==> config.mk <==
export PLATFORM = sky130hd
export DESIGN_NAME = display_scan_controller_flat
export DESIGN_NICKNAME = d
export VERILOG_FILES = /design/src/rtl/display_scan_controller_if.sv /design/src/rtl/display_scan_controller.sv /design/src/flat_wrapper.sv
export SDC_FILE = /design/constraint.sdc
export NUM_CORES = 1
export LEC_CHECK = 0
export ABC_CLOCK_PERIOD_IN_PS = 2380
export BUFFER_PORTS_ARGS = -buffer_cell sky130_fd_sc_hd__buf_2
export CAP_MARGIN = 20
export CORE_AREA = 5 5 85 87
export DETAILED_ROUTE_END_ITERATION = 8
export DIE_AREA = 0 0 90 92
export PLACE_DENSITY = 0.7
export RECOVER_POWER = 25
export SYNTH_ARGS = -nofsm -noshare
export SYNTH_HDL_FRONTEND = slang
export SYNTH_SLANG_ARGS = --single-unit
==> constraint.sdc <==
create_clock -name clk -period 2.38 [get_ports clk]
set_input_delay 0.595 -clock clk [delete_from_list [all_inputs] [get_ports clk]]
set_output_delay 0.595 -clock clk [all_outputs]
set_load 0.03 [all_outputs]
==> src/rtl/display_scan_controller_if.sv <==
// display_scan_controller_if: valid/ready load port carrying a packed BCD value
interface display_scan_controller_if #(parameter int N_DIG = 4);
    logic                 load_valid;
    logic                 load_ready;
    logic [4*N_DIG-1:0]   load_data;
    modport master (output load_valid, output load_data, input load_ready);
    modport slave  (input load_valid, input load_data, output load_ready);
endinterface

==> src/rtl/display_scan_controller.sv <==
// display_scan_controller: multiplexed seven-segment scan with tear-free buffered loads,
// anti-ghosting blank window and leading-zero suppression
module display_scan_controller #(
    parameter int N_DIG       = 4,
    parameter int REFRESH_DIV = 100000,
    parameter int BLANK_CYC   = 16
) (
    input  logic                        clk,
    input  logic                        rst_n,
    input  logic                        en,
    input  logic                        lz_blank,
    display_scan_controller_if.slave    load,
    output logic [6:0]                  seg,
    output logic                        dp,
    output logic [N_DIG-1:0]            an,
    output logic                        frame_done
);
    localparam int CW = REFRESH_DIV > 1 ? $clog2(REFRESH_DIV) : 1;
    localparam int IW = $clog2(N_DIG);
    logic [CW-1:0]        cnt;
    logic [IW-1:0]        idx;
    logic [4*N_DIG-1:0]   active, pending;
    logic                 pend_full;
    logic                 last_cnt, boundary, xfer, sup;
    logic [3:0]           digit;
    logic [N_DIG-1:0]     upper_zero;
    logic [6:0]           seg_n;
    logic [N_DIG-1:0]     an_n;

    function automatic logic [6:0] decode(input logic [3:0] d);
        case (d)
            4'd0:    decode = 7'b0000001;
            4'd1:    decode = 7'b1001111;
            4'd2:    decode = 7'b0010010;
            4'd3:    decode = 7'b0000110;
            4'd4:    decode = 7'b1001100;
            4'd5:    decode = 7'b0100100;
            4'd6:    decode = 7'b0100000;
            4'd7:    decode = 7'b0001111;
            4'd8:    decode = 7'b0000000;
            4'd9:    decode = 7'b0000100;
            default: decode = 7'b1111111;
        endcase
    endfunction

    assign dp              = 1'b1;
    assign load.load_ready = !pend_full;
    assign xfer            = load.load_valid && !pend_full;
    assign last_cnt        = cnt == CW'(REFRESH_DIV - 1);
    assign boundary        = en && last_cnt && idx == IW'(N_DIG - 1);
    assign digit           = active[{idx, 2'b00} +: 4];

    // upper_zero[k]: digit k and every digit above it are zero
    always_comb begin
        upper_zero = '0;
        upper_zero[N_DIG-1] = active[4*N_DIG-1 -: 4] == 4'd0;
        for (int k = N_DIG - 2; k >= 0; k--)
            upper_zero[k] = upper_zero[k+1] && active[4*k +: 4] == 4'd0;
    end

    always_comb begin
        sup   = lz_blank && idx != '0 && upper_zero[idx];
        seg_n = (!en || cnt < CW'(BLANK_CYC) || sup) ? 7'h7F : decode(digit);
        an_n  = (en && cnt >= CW'(BLANK_CYC)) ? ~(N_DIG'(1) << idx) : '1;
    end

    always_ff @(posedge clk or negedge rst_n) begin
        if (!rst_n) begin
            cnt        <= '0;
            idx        <= '0;
            active     <= '0;
            pending    <= '0;
            pend_full  <= 1'b0;
            seg        <= 7'h7F;
            an         <= '1;
            frame_done <= 1'b0;
        end else begin
            cnt        <= (!en || last_cnt) ? '0 : cnt + 1'b1;
            idx        <= !en ? '0 : !last_cnt ? idx : idx == IW'(N_DIG - 1) ? '0 : idx + 1'b1;
            // a transfer implies pend_full was clear, so it never collides with an apply
            if (xfer) begin
                pending   <= load.load_data;
                pend_full <= 1'b1;
            end else if (pend_full && (!en || boundary)) begin
                active    <= pending;
                pend_full <= 1'b0;
            end
            seg        <= seg_n;
            an         <= an_n;
            frame_done <= boundary;
        end
    end
endmodule
==> src/flat_wrapper.sv <==
// flat-port wrapper written by rule: the top's interface ports become plain ports
module display_scan_controller_flat 
#(
    parameter int N_DIG       = 4,
    parameter int REFRESH_DIV = 100000,
    parameter int BLANK_CYC   = 16
)
  (clk, rst_n, en, lz_blank, seg, dp, an, frame_done, load_load_valid, load_load_data, load_load_ready);
  display_scan_controller_if #(.N_DIG(N_DIG)) load_i ();
  input  logic clk;
  input  logic rst_n;
  input  logic en;
  input  logic lz_blank;
  output logic [6:0] seg;
  output logic dp;
  output logic [N_DIG-1:0] an;
  output logic frame_done;
  input wire logic [$bits(load_i.load_valid)-1:0] load_load_valid;
  input wire logic [$bits(load_i.load_data)-1:0] load_load_data;
  output wire logic [$bits(load_i.load_ready)-1:0] load_load_ready;
  assign load_i.load_valid = load_load_valid;
  assign load_i.load_data = load_load_data;
  assign load_load_ready = load_i.load_ready;
  display_scan_controller #(.N_DIG(N_DIG), .REFRESH_DIV(REFRESH_DIV), .BLANK_CYC(BLANK_CYC)) u_core (.clk(clk), .rst_n(rst_n), .en(en), .lz_blank(lz_blank), .load(load_i), .seg(seg), .dp(dp), .an(an), .frame_done(frame_done));
endmodule
==> impl_summary.md, run 1 <==
Logic synthesis
A synthesized cell averages 12.3 um^2. Counting flops with an async set or reset pin after synthesis yields a share of 1.00. The number of different library cells used by synthesis comes to 47.

The number of synthesized flops with an enable pin is 0. The post-synth design cell area is 3100 um^2. Synthesis handed over a netlist of 252 instances. Synthesis inferred 64 register bits. Of the post-synthesis cell area, the dominant cell type holds 0.428.

The yosys synthesis warning count is 0. The flip-flop cell with the highest count after synthesis is sky130_fd_sc_hd__dfrtp_1. Sorting the synthesized cells by area gives the leading types as sky130_fd_sc_hd__dfrtp_1 43%, sky130_fd_sc_hd__dfstp_2 9.3%, sky130_fd_sc_hd__mux2_2 8.4%.

Of the synthesized area, sequential elements account for 0.522. The cell type with the highest aggregate area in the netlist is sky130_fd_sc_hd__dfrtp_1. The net count after synthesis is 285.

Setup path
The worst setup path is launched from a register. In this run the register-to-register setup slack is 270 ps. The signal arrival time at the worst endpoint is 2350 ps. The required arrival time at the worst endpoint is 2610 ps. The capturing element type of the critical path is a register.

The critical path is of the reg2reg type. Of all nets on the critical path, the largest fanout is 16.

Clocking
The buffer count from post-CTS setup fixing is 0. The root buffer cell is sky130_fd_sc_hd__clkbuf_8. The number of gates resized after cts is 0.

The number of buffers inserted for hold repair after clock tree synthesis is 0. After clock tree synthesis, the clock-pin slew on the worst setup and hold paths is 70 ps. The number of buffers on the longest clock path is 2. The CTS H-tree depth is 3. The clock net sink count is 64. The clock network latency to the later pin of the worst-skew pair is 350 ps. The number of clock buffers inserted by TritonCTS is 9. The TritonCTS clock tree is done.

Floorplanning
The site row count is 29. For this configuration, the core starts out at a cell density of 0.493. The floorplan step set the die width to 90 um.

The number of placed I/O pins is 35. The floorplan step defined a die boundary enclosing 8280 um^2. The placeable core area is 6280 um^2. The die is 92 um tall.

Global routing
Entering global routing, the biggest net connects 65 pins. In the global route stage, overall resource usage came out at 0.149. The initial antenna violation count was 0.

The number of global-route vias before repair is 2039. The first global-routing pass estimated 9820 um of wire. Summed over all layers, the global routing overflow is 0.

STA
The slew of the pin with the lowest slew margin is 1530 ps. On the final layout, the worst clock skew is 8.50 ps. Setup total negative slack on the finished layout was measured at 0 ps.

Setup repair after global routing left no endpoint under its margin. The worst slew margin relative to its limit is -0.0233. The worst setup slack after layout is 265 ps. Of the available clock period, the critical path in the final layout requires 0.889. Static timing analysis puts the maximum clock frequency at 0.473 GHz. Setup violations remaining at the end of the flow were counted as 0.

The count of pins over their slew limit is 65. The smallest clock period supported by the final layout is computed as 2110 ps. The final count of hold timing violations is 0.

Placed design
The number of I/O port buffers is 33. The instance count after placement with tap cells included is 357. Once placement finished, the instance area stood at 3350 um^2. Before CTS, the worst setup slack after placement is 272 ps. The placed wire-length estimate after detailed placement is 3960 um. The routability-driven placement congestion ratio is 0.823.

Min path
The min-delay analysis places its worst path in the category in2reg.

Route
The final routed wirelength across all metal layers is 5570 um. After detailed routing, the number of remaining DRC violations is 0. The post-detailed-route count of antenna-violating nets is 0. The number of optimization iterations in the first detailed-route pass is 4. In this run, the number of DRC markers left after iteration 0 of detailed routing was 80. For this block, the via count after detailed routing is 1996. Dividing the detail-routed via count by the number of cells gives 5.35.

The post-detailed-route wirelength per cell is 14.9 um.

Run status
The run finished, with violations left. The final reports fail on capacitance limit, slew limit.

Layout
The core occupancy in the finished layout is 0.565. The number of antenna diodes in the final layout is 0. Compared with the post-synthesis result, the final layout area differs by 14.6%. Summing all non-filler instances in the final layout gives an area of 3550 um^2. The net count of the finished layout is 324.

In the final layout, the share of cells above drive strength 1 is 0.368. The finished layout holds 373 standard cells, fillers aside.

Power and ir drop
The total power density per cell area is 841 nW/um^2. The analysis attributes to cell leakage a power of 1.50 nW. The peak supply drop is 0.420 mV.

Run
The number of max-capacitance violations reported is 1.
-- layout by cell type (no fill, tap or decap), types with 11 or more instances in the layout --
master / count
sky130_fd_sc_hd__buf_2: 33
sky130_fd_sc_hd__dfrtp_1: 53
sky130_fd_sc_hd__dfstp_2: 11
sky130_fd_sc_hd__ha_1: 12
sky130_fd_sc_hd__inv_1: 15
sky130_fd_sc_hd__mux2_2: 23
sky130_fd_sc_hd__nand2_1: 14
sky130_fd_sc_hd__nor2_1: 17
-- layout make-up --
| cell class | instances | area (um^2) |
|---|---|---|
| clock buffers | 10 | 138 |
| clock inverters | 6 | 68.8 |
| flip-flops and latches | 64 | 1620 |
| fillers | 550 | 2730 |
| inverters | 15 | 56.3 |
| multi-input cells | 162 | 1350 |
| repair buffers | 39 | 220 |
| well taps | 77 | 96.3 |
-- kinds of logic after synthesis --
kind of cell,after synthesis,synth area share
buffers and inverters,26,0.0416
adder cells (fa/ha/maj),12,0.0485
flip-flops,64,0.522
AO/OA/AOI/OAI,26,0.0618
AND/OR/NAND/NOR,74,0.130
multiplexers,37,0.161
XOR/XNOR,12,0.0340
other,1,0.00121
-- cells in the mapped netlist, drive strengths merged (2+ instances only) --
| library cell | number |
|---|---|
| o21a | 2 |
| o21ai | 6 |
| xnor2 | 6 |
| nor4 | 8 |
| xor2 | 6 |
| mux4 | 4 |
| or4 | 2 |
| nand3 | 11 |
| and3 | 2 |
| and4 | 3 |
| nand4 | 4 |
| inv | 15 |
| o22ai | 2 |
| nand2b | 2 |
| mux2 | 33 |
| nand2 | 15 |
| dfrtp | 53 |
| nand3b | 2 |
| ha | 12 |
| clkbuf | 5 |
| a21oi | 7 |
| nor3 | 4 |
| dfstp | 11 |
| buf | 6 |
| nor2 | 17 |
-- registers in the layout (all words and copies together), names as in the netlist --
name               cells
u_core.idx             2
u_core.cnt            17
u_core.pending        16
u_core.an              4
u_core.frame_done      1
u_core.active         16
u_core.seg             7
u_core.pend_full       1
-- final timing paths --
path	from	end	depth (start not counted)
setup / recovery	u_core.cnt[0]	u_core.active[15]	6
hold / removal	load_load_data[7]	u_core.pending[7]	2
setup reg to reg	u_core.cnt[0]	u_core.active[15]	6
hold reg to reg	u_core.pending[6]	u_core.active[6]	1
max in group asynchronous	rst_n	u_core.active[5]	2
min in group asynchronous	rst_n	u_core.pending[3]	2
-- power breakdown --
group          switching, mW  internal, mW
clock network          0.439         0.515
registers              0.152          1.27
logic                  0.254         0.347
total                  0.845          2.14
-- worst max-delay path, stage by stage (launching register included) --
cell,delay [ps]
sky130_fd_sc_hd__dfrtp_1,400
sky130_fd_sc_hd__ha_1,220
sky130_fd_sc_hd__and4_1,340
sky130_fd_sc_hd__nand2_2,160
sky130_fd_sc_hd__o32ai_4,330
sky130_fd_sc_hd__buf_12,200
sky130_fd_sc_hd__mux2_2,340
-- stage by stage --
stage / hold slack [ps] / total power, mW
final: 467 / 2.98
after global routing: 452 / 3.17
after CTS: 250 / 3.02
after detailed placement: 491 / 2.06
after global placement: 491 / 2.03
after floorplan: 299 / 1.88
-- per-layer routing --
| layer | up-vias | part of all wire | track usage |
|---|---|---|---|
| li1 | 966 | - | - |
| met3 | 13 | 0.056 | 0.0573 |
| met4 | 0 | 0.022 | 0.0732 |
| met1 | 978 | 0.47 | 0.194 |
| met5 | - | 0 | 0 |
| met2 | 39 | 0.45 | 0.219 |
(Power assumes the default switching activity.)
==> run 2, diff against run 1 <==
--- a/config.mk
+++ b/config.mk
@@ -5,14 +5,16 @@
 export SDC_FILE = /design/constraint.sdc
 export NUM_CORES = 1
 export LEC_CHECK = 0
+export ABC_AREA = 1
 export ABC_CLOCK_PERIOD_IN_PS = 2380
 export BUFFER_PORTS_ARGS = -buffer_cell sky130_fd_sc_hd__buf_2
 export CAP_MARGIN = 20
-export CORE_AREA = 5 5 85 87
+export CORE_AREA = 5 5 79 96
 export DETAILED_ROUTE_END_ITERATION = 8
-export DIE_AREA = 0 0 90 92
-export PLACE_DENSITY = 0.7
+export DIE_AREA = 0 0 84 101
+export PLACE_DENSITY = 0.69
 export RECOVER_POWER = 25
+export SLEW_MARGIN = 20
 export SYNTH_ARGS = -nofsm -noshare
 export SYNTH_HDL_FRONTEND = slang
 export SYNTH_SLANG_ARGS = --single-unit
==> run 2 against run 1 <==
  * Die area up 2.5%
  * Clock skew grew 3.2 ps
  * Hold slack worse by 130 ps
  * Sequential share of layout area fell by 0.99 points
  * Power increased by 0.38%
  * Sequential power fell by 4%
  * Register-to-register slack improved by 210 ps
  * Critical path depth rose by 4
  * Synthesized cell count increased by 39%
  * Routed wire length grew 7.4%
  * The run now ends clean
==> impl_summary.md, run 2 <==
Clocking
The clock network latency to the later pin of the worst-skew pair is 340 ps. The H-tree generated during clock tree synthesis spans 3 levels. The number of clock buffers added by TritonCTS is 9. The number of buffers on the longest clock path is 2. The clock net sink count is 64. The number of buffers inserted for hold repair after clock tree synthesis is 0. Post-CTS timing repair inserted 0 buffers for setup.

The TritonCTS clock tree is done. The clock transition at the registers of the reported paths is 70 ps. CTS placed an instance of sky130_fd_sc_hd__clkbuf_8 at the clock tree root.

The number of gates resized after cts is 0.

Logic synthesis
Counting flops with a built-in enable in the synthesized netlist gives 0. The count of different cell masters after synthesis is 33. The net count after synthesis is 384. Of all cell types, the one taking the most synthesized area is sky130_fd_sc_hd__dfrtp_1. Among all cell types in the netlist, the one instantiated most often is sky130_fd_sc_hd__nand2_1. The yosys synthesis warning count is 0. The sequential share of the synthesized area is 0.511.

The instance count of the mapped netlist is 351. The share of flip-flops with an asynchronous set or reset is 1.00. The number of flip-flops and latches in the synthesized netlist is 64. The portion of synthesized cell area occupied by the leading cell type is 0.420. After synthesis, the cell types taking the most area are sky130_fd_sc_hd__dfrtp_1 42%, sky130_fd_sc_hd__nand2_1 11%, sky130_fd_sc_hd__dfstp_2 9.2%. The flip-flop cell with the highest count after synthesis is sky130_fd_sc_hd__dfrtp_1.

The synthesized area per cell is 9.00 um^2. The commonest cells after synthesis are 94 x sky130_fd_sc_hd__nand2_1, 53 x sky130_fd_sc_hd__dfrtp_1, 36 x sky130_fd_sc_hd__nor2_1. The cell area that synthesis handed to floorplanning was 3160 um^2.

Global routing
Summed over all layers, the global routing overflow is 0. The wire length of the first global-routing pass is 10400 um. The number of global-route vias before repair is 2357. The overall track demand over capacity in global routing is 0.153. The initial antenna violation count came to 0. Entering global routing, the biggest net connects 29 pins.

Layout
Ranked by flip-flop count, first place goes to u_core.cnt. The most common cell after layout, fill and taps aside is sky130_fd_sc_hd__nand2_1. In the final layout, flip-flops and latches occupy 1620 um^2. The area used by multi-input combinational logic is 1370 um^2. The number of nets in the final layout is 423. The top cell types in the final layout, fill and taps aside, are 94 x sky130_fd_sc_hd__nand2_1, 53 x sky130_fd_sc_hd__dfrtp_1, 36 x sky130_fd_sc_hd__nor2_1. After filler insertion, the fill cell instance count of the layout stands at 626. The number of antenna diodes in the final layout is 0. The share of final-layout standard cells stronger than drive strength 1 is 0.235. The flip-flop count of the largest register, all copies and words added is 17. The largest registers in the layout are u_core.cnt (17), u_core.active (16), u_core.pending (16). The area overhead of the layout relative to synthesis is 14.8%.

Route
Wires add up to 5980 um. In this run the remaining antenna-violating nets after routing total 0. The post-detailed-route wirelength per cell is 12.4 um. The violation count after the first detailed-route iteration is 138. The via count normalized by instance count is 4.98.

Summing over every cut layer, the via total after detailed routing is 2400. For this run, design rule violations remaining after detail routing come to 0. The pre-antenna-repair detailed-routing pass consisted of 4 iterations.

Setup path
The minimum setup slack among reg-to-reg paths is 480 ps. The capturing element type of the critical path is a register. Of all nets on the critical path, the largest fanout is 14. The critical path class is reg2reg. At the worst endpoint, the required time is 2650 ps. The signal arrival time at the worst endpoint is 2170 ps. The startpoint of the lowest-slack register-to-register path is u_core.idx[0].

For the worst flop-to-flop path, the logic depth is 10. The worst register-to-register path ends at u_core.seg[2]. The worst setup path is launched from a register.

Floorplanning
The number of placed I/O pins is 35. The die span in y is 101 um. The horizontal extent of the die is 84 um. The starting utilization of the core area is 0.478.

The initialized floorplan defines 33 standard-cell rows. The placeable core area is 6610 um^2. The die covers 8480 um^2.

STA
The clock arrives with 11.7 ps of skew. For the pin with the worst max-slew slack, the measured transition is 860 ps. The final count of hold timing violations is 0.

Setup violations remaining at the end of the flow were counted as 0. Measured against its own limit, the worst slew margin works out to 0.426. The maximum clock frequency is 0.525 GHz. Setup total negative slack on the finished layout was measured at 0 ps. Hold timing on the final database bottoms out at a slack of 338 ps. The share of the clock period used by the worst path is 0.800. Setup repair after global routing left no endpoint under its margin. After layout, the minimum clock period comes to 1900 ps.

The count of pins over their slew limit is 0.

Run
The tool flagged a number of max-cap violations equal to 0.

Power and ir drop
The sequential group share of total power is 0.459. The share of total power dissipated in the clock network is 0.343. Cell internal power was estimated by the tool at 2.11 mW. The total power density per cell area is 826 nW/um^2. The share of total power dissipated in combinational logic is 0.198.

The peak supply drop is 0.501 mV. Of the total power, the share spent switching nets is 0.295. The switching power is 0.884 mW. The total leakage power is 1.69 nW.

Placed design
The congestion estimate from routability-driven global placement came to 0.907. In this run the tool buffered the top-level ports with 33 buffer cells. The placed wire-length estimate after detailed placement is 4530 um.

Min path
The path class of the tightest hold or removal check is in2async.

Run status
The run finished with clean final reports.
==> run 2: cell types whose count changed after synthesis, moves of 4 or more <==
cell / before / now
sky130_fd_sc_hd__a21oi_1: 7 / 3
sky130_fd_sc_hd__nor2_1: 17 / 36
sky130_fd_sc_hd__inv_1: 15 / 25
sky130_fd_sc_hd__xnor2_1: 6 / 2
sky130_fd_sc_hd__mux2_2: 23 / 16
sky130_fd_sc_hd__nor3_1: 4 / 13
sky130_fd_sc_hd__nand2_1: 14 / 94
sky130_fd_sc_hd__nor4_1: 7 / 1
sky130_fd_sc_hd__o211ai_1: 1 / 5
sky130_fd_sc_hd__nor3b_1: 0 / 6
sky130_fd_sc_hd__nand3_1: 10 / 33
sky130_fd_sc_hd__mux4_2: 4 / 0
sky130_fd_sc_hd__clkbuf_1: 5 / 1
sky130_fd_sc_hd__mux2_4: 10 / 0
==> run 2: worst max-delay path: stages (launching register included) <==
cell and delay, ps:
sky130_fd_sc_hd__dfrtp_1 540, sky130_fd_sc_hd__inv_2 190, sky130_fd_sc_hd__nand2_1 100, sky130_fd_sc_hd__o211ai_1 80, sky130_fd_sc_hd__nand2_1 140, sky130_fd_sc_hd__inv_1 110
sky130_fd_sc_hd__ha_1 200, sky130_fd_sc_hd__or2_2 280, sky130_fd_sc_hd__nand2_1 70, sky130_fd_sc_hd__nand2_1 40, sky130_fd_sc_hd__nand4_1 70
==> run 2: power by group through the flow <==
stage	clock network [mW]	registers (mW)	logic, mW
5_1_grt	1.09	1.40	0.695
6_report	1.03	1.37	0.591
2_1_floorplan	0	1.35	0.480
3_5_place_dp	0	1.40	0.600
4_1_cts	1.04	1.38	0.604
3_3_place_gp	0	1.39	0.582
==> run 2: area by class of cell <==
cell class / instances / share of cell area
clock buffer: 10 / 0.0380
clock inverter: 6 / 0.0228
inverter: 28 / 0.0290
multi-input combinational: 249 / 0.379
sequential: 64 / 0.446
tap: 87 / 0.0300
timing repair buffer: 38 / 0.0556
==> run 2: kinds of logic after synthesis <==
logic type	share of synthesized area
AND/OR/NAND/NOR	0.280
flip-flops	0.511
buffers and inverters	0.0535
AO/OA/AOI/OAI	0.0357
multiplexers	0.0571
adder cells (fa/ha/maj)	0.0475
XOR/XNOR	0.0139
other	0.00119
==> run 2: through the flow <==
| step | util | setup WS (ps) | power (mW) | cells | area (um^2) |
|---|---|---|---|---|---|
| finish | 0.549 | 476 | 2.99 | 482 | 3620 |
| global placement | 0.516 | 584 | 1.97 | 466 | 3410 |
| floorplan | - | 600 | 1.83 | 351 | 3160 |
| detailed placement | 0.516 | 490 | 2.00 | 466 | 3410 |
| CTS | 0.549 | 469 | 3.02 | 482 | 3630 |
| global route | 0.549 | 268 | 3.19 | 482 | 3620 |
==> run 2: worst max-delay path by stage <==
stage                                to  slack [ps]          start  cells after the start
after CTS                 u_core.seg[2]         470  u_core.idx[0]                     10
after detailed placement  u_core.seg[2]         490  u_core.idx[0]                     10
after global placement    u_core.seg[2]         580  u_core.idx[0]                     10
final                     u_core.seg[2]         480  u_core.idx[0]                     10
after floorplan           u_core.seg[2]         600  u_core.idx[0]                     11
after global routing      u_core.seg[2]         270  u_core.idx[0]                     10
==> run 2: routing by layer <==
metal | up-vias | wire length, um | global-route usage
met2 | 57 | 2860 | 0.252
met3 | 11 | 275 | 0.0286
met4 | 0 | 125 | 0.0842
li1 | 1219 | - | -
met1 | 1113 | 2720 | 0.191
met5 | - | 0 | 0
==> run 3, diff against run 2 <==
--- a/config.mk
+++ b/config.mk
@@ -6,13 +6,13 @@
 export NUM_CORES = 1
 export LEC_CHECK = 0
 export ABC_AREA = 1
-export ABC_CLOCK_PERIOD_IN_PS = 2380
+export ABC_CLOCK_PERIOD_IN_PS = 1700
 export BUFFER_PORTS_ARGS = -buffer_cell sky130_fd_sc_hd__buf_2
 export CAP_MARGIN = 20
 export CORE_AREA = 5 5 79 96
 export DETAILED_ROUTE_END_ITERATION = 8
 export DIE_AREA = 0 0 84 101
-export PLACE_DENSITY = 0.69
+export PLACE_DENSITY = 0.72
 export RECOVER_POWER = 25
 export SLEW_MARGIN = 20
 export SYNTH_ARGS = -nofsm -noshare
==> constraint.sdc (replaced) <==
create_clock -name clk -period 1.7 [get_ports clk]
set_input_delay 0.425 -clock clk [delete_from_list [all_inputs] [get_ports clk]]
set_output_delay 0.425 -clock clk [all_outputs]
set_load 0.03 [all_outputs]
==> run 3 against run 2 <==
  * First-iteration DRC count down 20%
  * Largest power group unchanged
  * Register-to-register slack worse by 430 ps
  * Largest cell class unchanged
  * Clock power up 38%
  * Global-route usage up 0.44 points
  * Routed wire length up 2.2%
  * Sequential power up 40%
==> impl_summary.md, run 3 (synthesis gave the netlist of run 2 again) <==
Run status
The flow ran to the end, and the final reports show no timing, DRC or antenna violations.

Power and ir drop
The total power density per cell area is 1130 nW/um^2. The peak supply drop is 0.774 mV. Of the total power, the share spent switching nets is 0.302. The analysis attributes to cell leakage a power of 1.76 nW. The share of power burned in combinational logic is 0.220. In this run the power spent charging and discharging nets is 1.29 mW. Of the total power, registers draw 0.448. The internal power component is 2.99 mW.

The fraction of power consumed by the clock network is 0.333.

Setup path
Along the worst path, the maximum fanout reaches 9. Traced cell by cell, the critical path runs through inv_4 -> o211ai_1 -> nand2_2 -> ha_1 -> or2_2 -> o211ai_1 -> nand2_1. Broken down by cell family, the worst path's largest delay share belongs to simple AND/OR/NAND/NOR gates. STA classifies the critical path endpoint as a register. The setup check on the worst reg-to-reg path leaves a slack of 50 ps. The signal arrival time at the worst endpoint is 1910 ps. The most used cell along the critical path is sky130_fd_sc_hd__o211ai_1. The largest individual stage delay along the critical path comes from the cell sky130_fd_sc_hd__dfrtp_1.

The setup path with the least slack is of type reg2reg. Data on the critical path is required at its endpoint by 1960 ps. Counting both buffers and inverters, the worst setup path holds a total of 1. The critical path startpoint is u_core.idx[0].

In this run the critical register-to-register path is launched from u_core.idx[0]. The critical path launch point type is a register. The biggest cell delay along the critical path is 440 ps.

Route
The post-detailed-route wirelength per cell is 12.4 um. The final routed wirelength across all metal layers is 6100 um. The count of nets left with antenna violations once routing finished came out at 0. Detailed routing inserted a total of 2460 vias. In the routed design, unresolved DRC markers number 0. The violation count after the first detailed-route iteration is 110. The number of optimization iterations in the first detailed-route pass is 4.

The via count normalized by instance count is 4.98.

Global routing
The number of global-route vias before repair is 2454. The first global-routing pass estimated 10900 um of wire. The maximum number of pins on one net before global-route repair is 29. The aggregate global routing overflow is 0.

The overall track demand over capacity in global routing is 0.158. The initial antenna violation count is 0.

Layout
Summing all multi-input logic gate instances after layout gives 1410 um^2. At the end of the flow the core is filled with cells to 0.574. The number of diodes added for antenna fixing is 0. The top cell types in the final layout, fill and taps aside, are 90 x sky130_fd_sc_hd__nand2_1, 53 x sky130_fd_sc_hd__dfrtp_1, 34 x sky130_fd_sc_hd__nor2_1.

The area growth from synthesis to layout is 20.0%. The largest registers in the layout are u_core.cnt (17), u_core.active (16), u_core.pending (16). The flip-flop and latch area is 1620 um^2. The most common cell after layout, fill and taps aside is sky130_fd_sc_hd__nand2_1.

Summing all non-filler instances in the final layout gives an area of 3790 um^2. The net count of the finished layout is 435. After filler insertion, the fill cell instance count of the layout stands at 614. The share of final-layout standard cells stronger than drive strength 1 is 0.285. The count of non-filler cells in the finished layout is 494. The register with the most flip-flops is u_core.cnt.

The register with the most flip-flops in the layout has 17 of them.

Clocking
The clock network latency to the later pin of the worst-skew pair is 330 ps. CTS saw 64 sinks. The clock transition at the registers of the reported paths is 70 ps. The CTS H-tree depth is 3. The tree is rooted in a sky130_fd_sc_hd__clkbuf_8. Counting the buffers created by CTS gives 9. The TritonCTS clock tree is done. The longest clock path from root to sink contains 2 buffers.

Floorplanning
The initial utilization of the core area, before any placement, comes to 0.478. In this run the count of I/O pins placed on the die edge is 35. The die span in y is 101 um. Measured along the x axis, the die boundary spans 84 um. The die footprint is 8480 um^2. The initialized floorplan defines 33 standard-cell rows.

The placeable core area is 6610 um^2.

Placed design
The placed instances occupy a cell area of 3500 um^2. The number of I/O port buffers is 33. The instance count after placement with tap cells included is 474. The routability-driven placement congestion ratio is 0.915. Detailed placement ended at an HPWL of 4380 um.

STA
Measured against its own limit, the worst slew margin works out to 0.353. The worst clock skew is 9.17 ps. At the pin with the least slew margin, the transition time is 970 ps. The final count of hold timing violations is 0. The final sum of negative setup slack is 0 ps. The count of pins over their slew limit is 0.

The final setup violation count is 0. Setup repair after global routing could not meet its margin everywhere. The maximum clock frequency is 0.604 GHz. The shortest clock period the worst path allows after layout is 1650 ps.

The share of the clock period used by the worst path is 0.973.

Run
The number of max-capacitance violations reported is 0.

Min path
In this run the worst hold path is classified as in2async.
[run 3: changes by cell type in the layout (fill, tap and decap cells not counted), sizes merged]
| cell | before | now |
|---|---|---|
| buf | 37 | 48 |
| clkinv | 3 | 5 |
| clkinvlp | 1 | 0 |
[run 3: layout make-up]
class / count / share of cell area
sequential: 64 / 0.426
inverter: 28 / 0.0284
multi-input combinational: 249 / 0.373
tap: 87 / 0.0287
timing repair buffer: 50 / 0.0858
clock buffer: 9 / 0.0327
clock inverter: 7 / 0.0254
[run 3: timing repair]
action                     in CTS  in global routing
setup endpoints to repair       0                 27
resized for setup               0                 16
setup buffers                   0                  4
hold buffers                    0                  0
[run 3: worst paths after layout]
kind                                       to  cells after the start
max                             u_core.seg[6]                      7
min                        u_core.pending[12]                      1
max reg2reg                     u_core.seg[6]                      7
min reg2reg                  u_core.active[6]                      2
max in group asynchronous    u_core.active[0]                      2
min in group clk           u_core.pending[12]                      2
[run 3: worst register-to-register path: cells and delay by family (launching register included)]
family	cells	cell delay [ps]
buffers and inverters	1	80
AOI/OAI and AO/OA	2	350
DFF	1	440
adders and majority gates	1	220
and+or+nand+nor	3	510
[run 3: metrics by stage]
step	power [mW]	worst slack [ps]	hold slack (ps)
finish	4.28	45.1	227
global route	4.59	-47.1	282
CTS	4.27	12.8	30.6
detailed placement	2.84	39.2	393
global placement	2.81	68.7	389
floorplan	2.57	7.83	129
[run 3: power groups by stage]
| stage | Sequential, mW | Clock [mW] | Combinational, mW |
|---|---|---|---|
| 6_report | 1.92 | 1.42 | 0.941 |
| 2_1_floorplan | 1.89 | 0 | 0.681 |
| 3_3_place_gp | 1.93 | 0 | 0.872 |
| 5_1_grt | 1.96 | 1.53 | 1.10 |
| 3_5_place_dp | 1.94 | 0 | 0.896 |
| 4_1_cts | 1.91 | 1.45 | 0.902 |
[run 3: routing by layer]
layer  track usage  wire length [um]  vias to the layer above
li1              -                 -                     1242
met1         0.190              2650                     1159
met2         0.268              3090                       54
met3        0.0433               303                        5
met4        0.0619                59                        0
met5             0                 0                        -
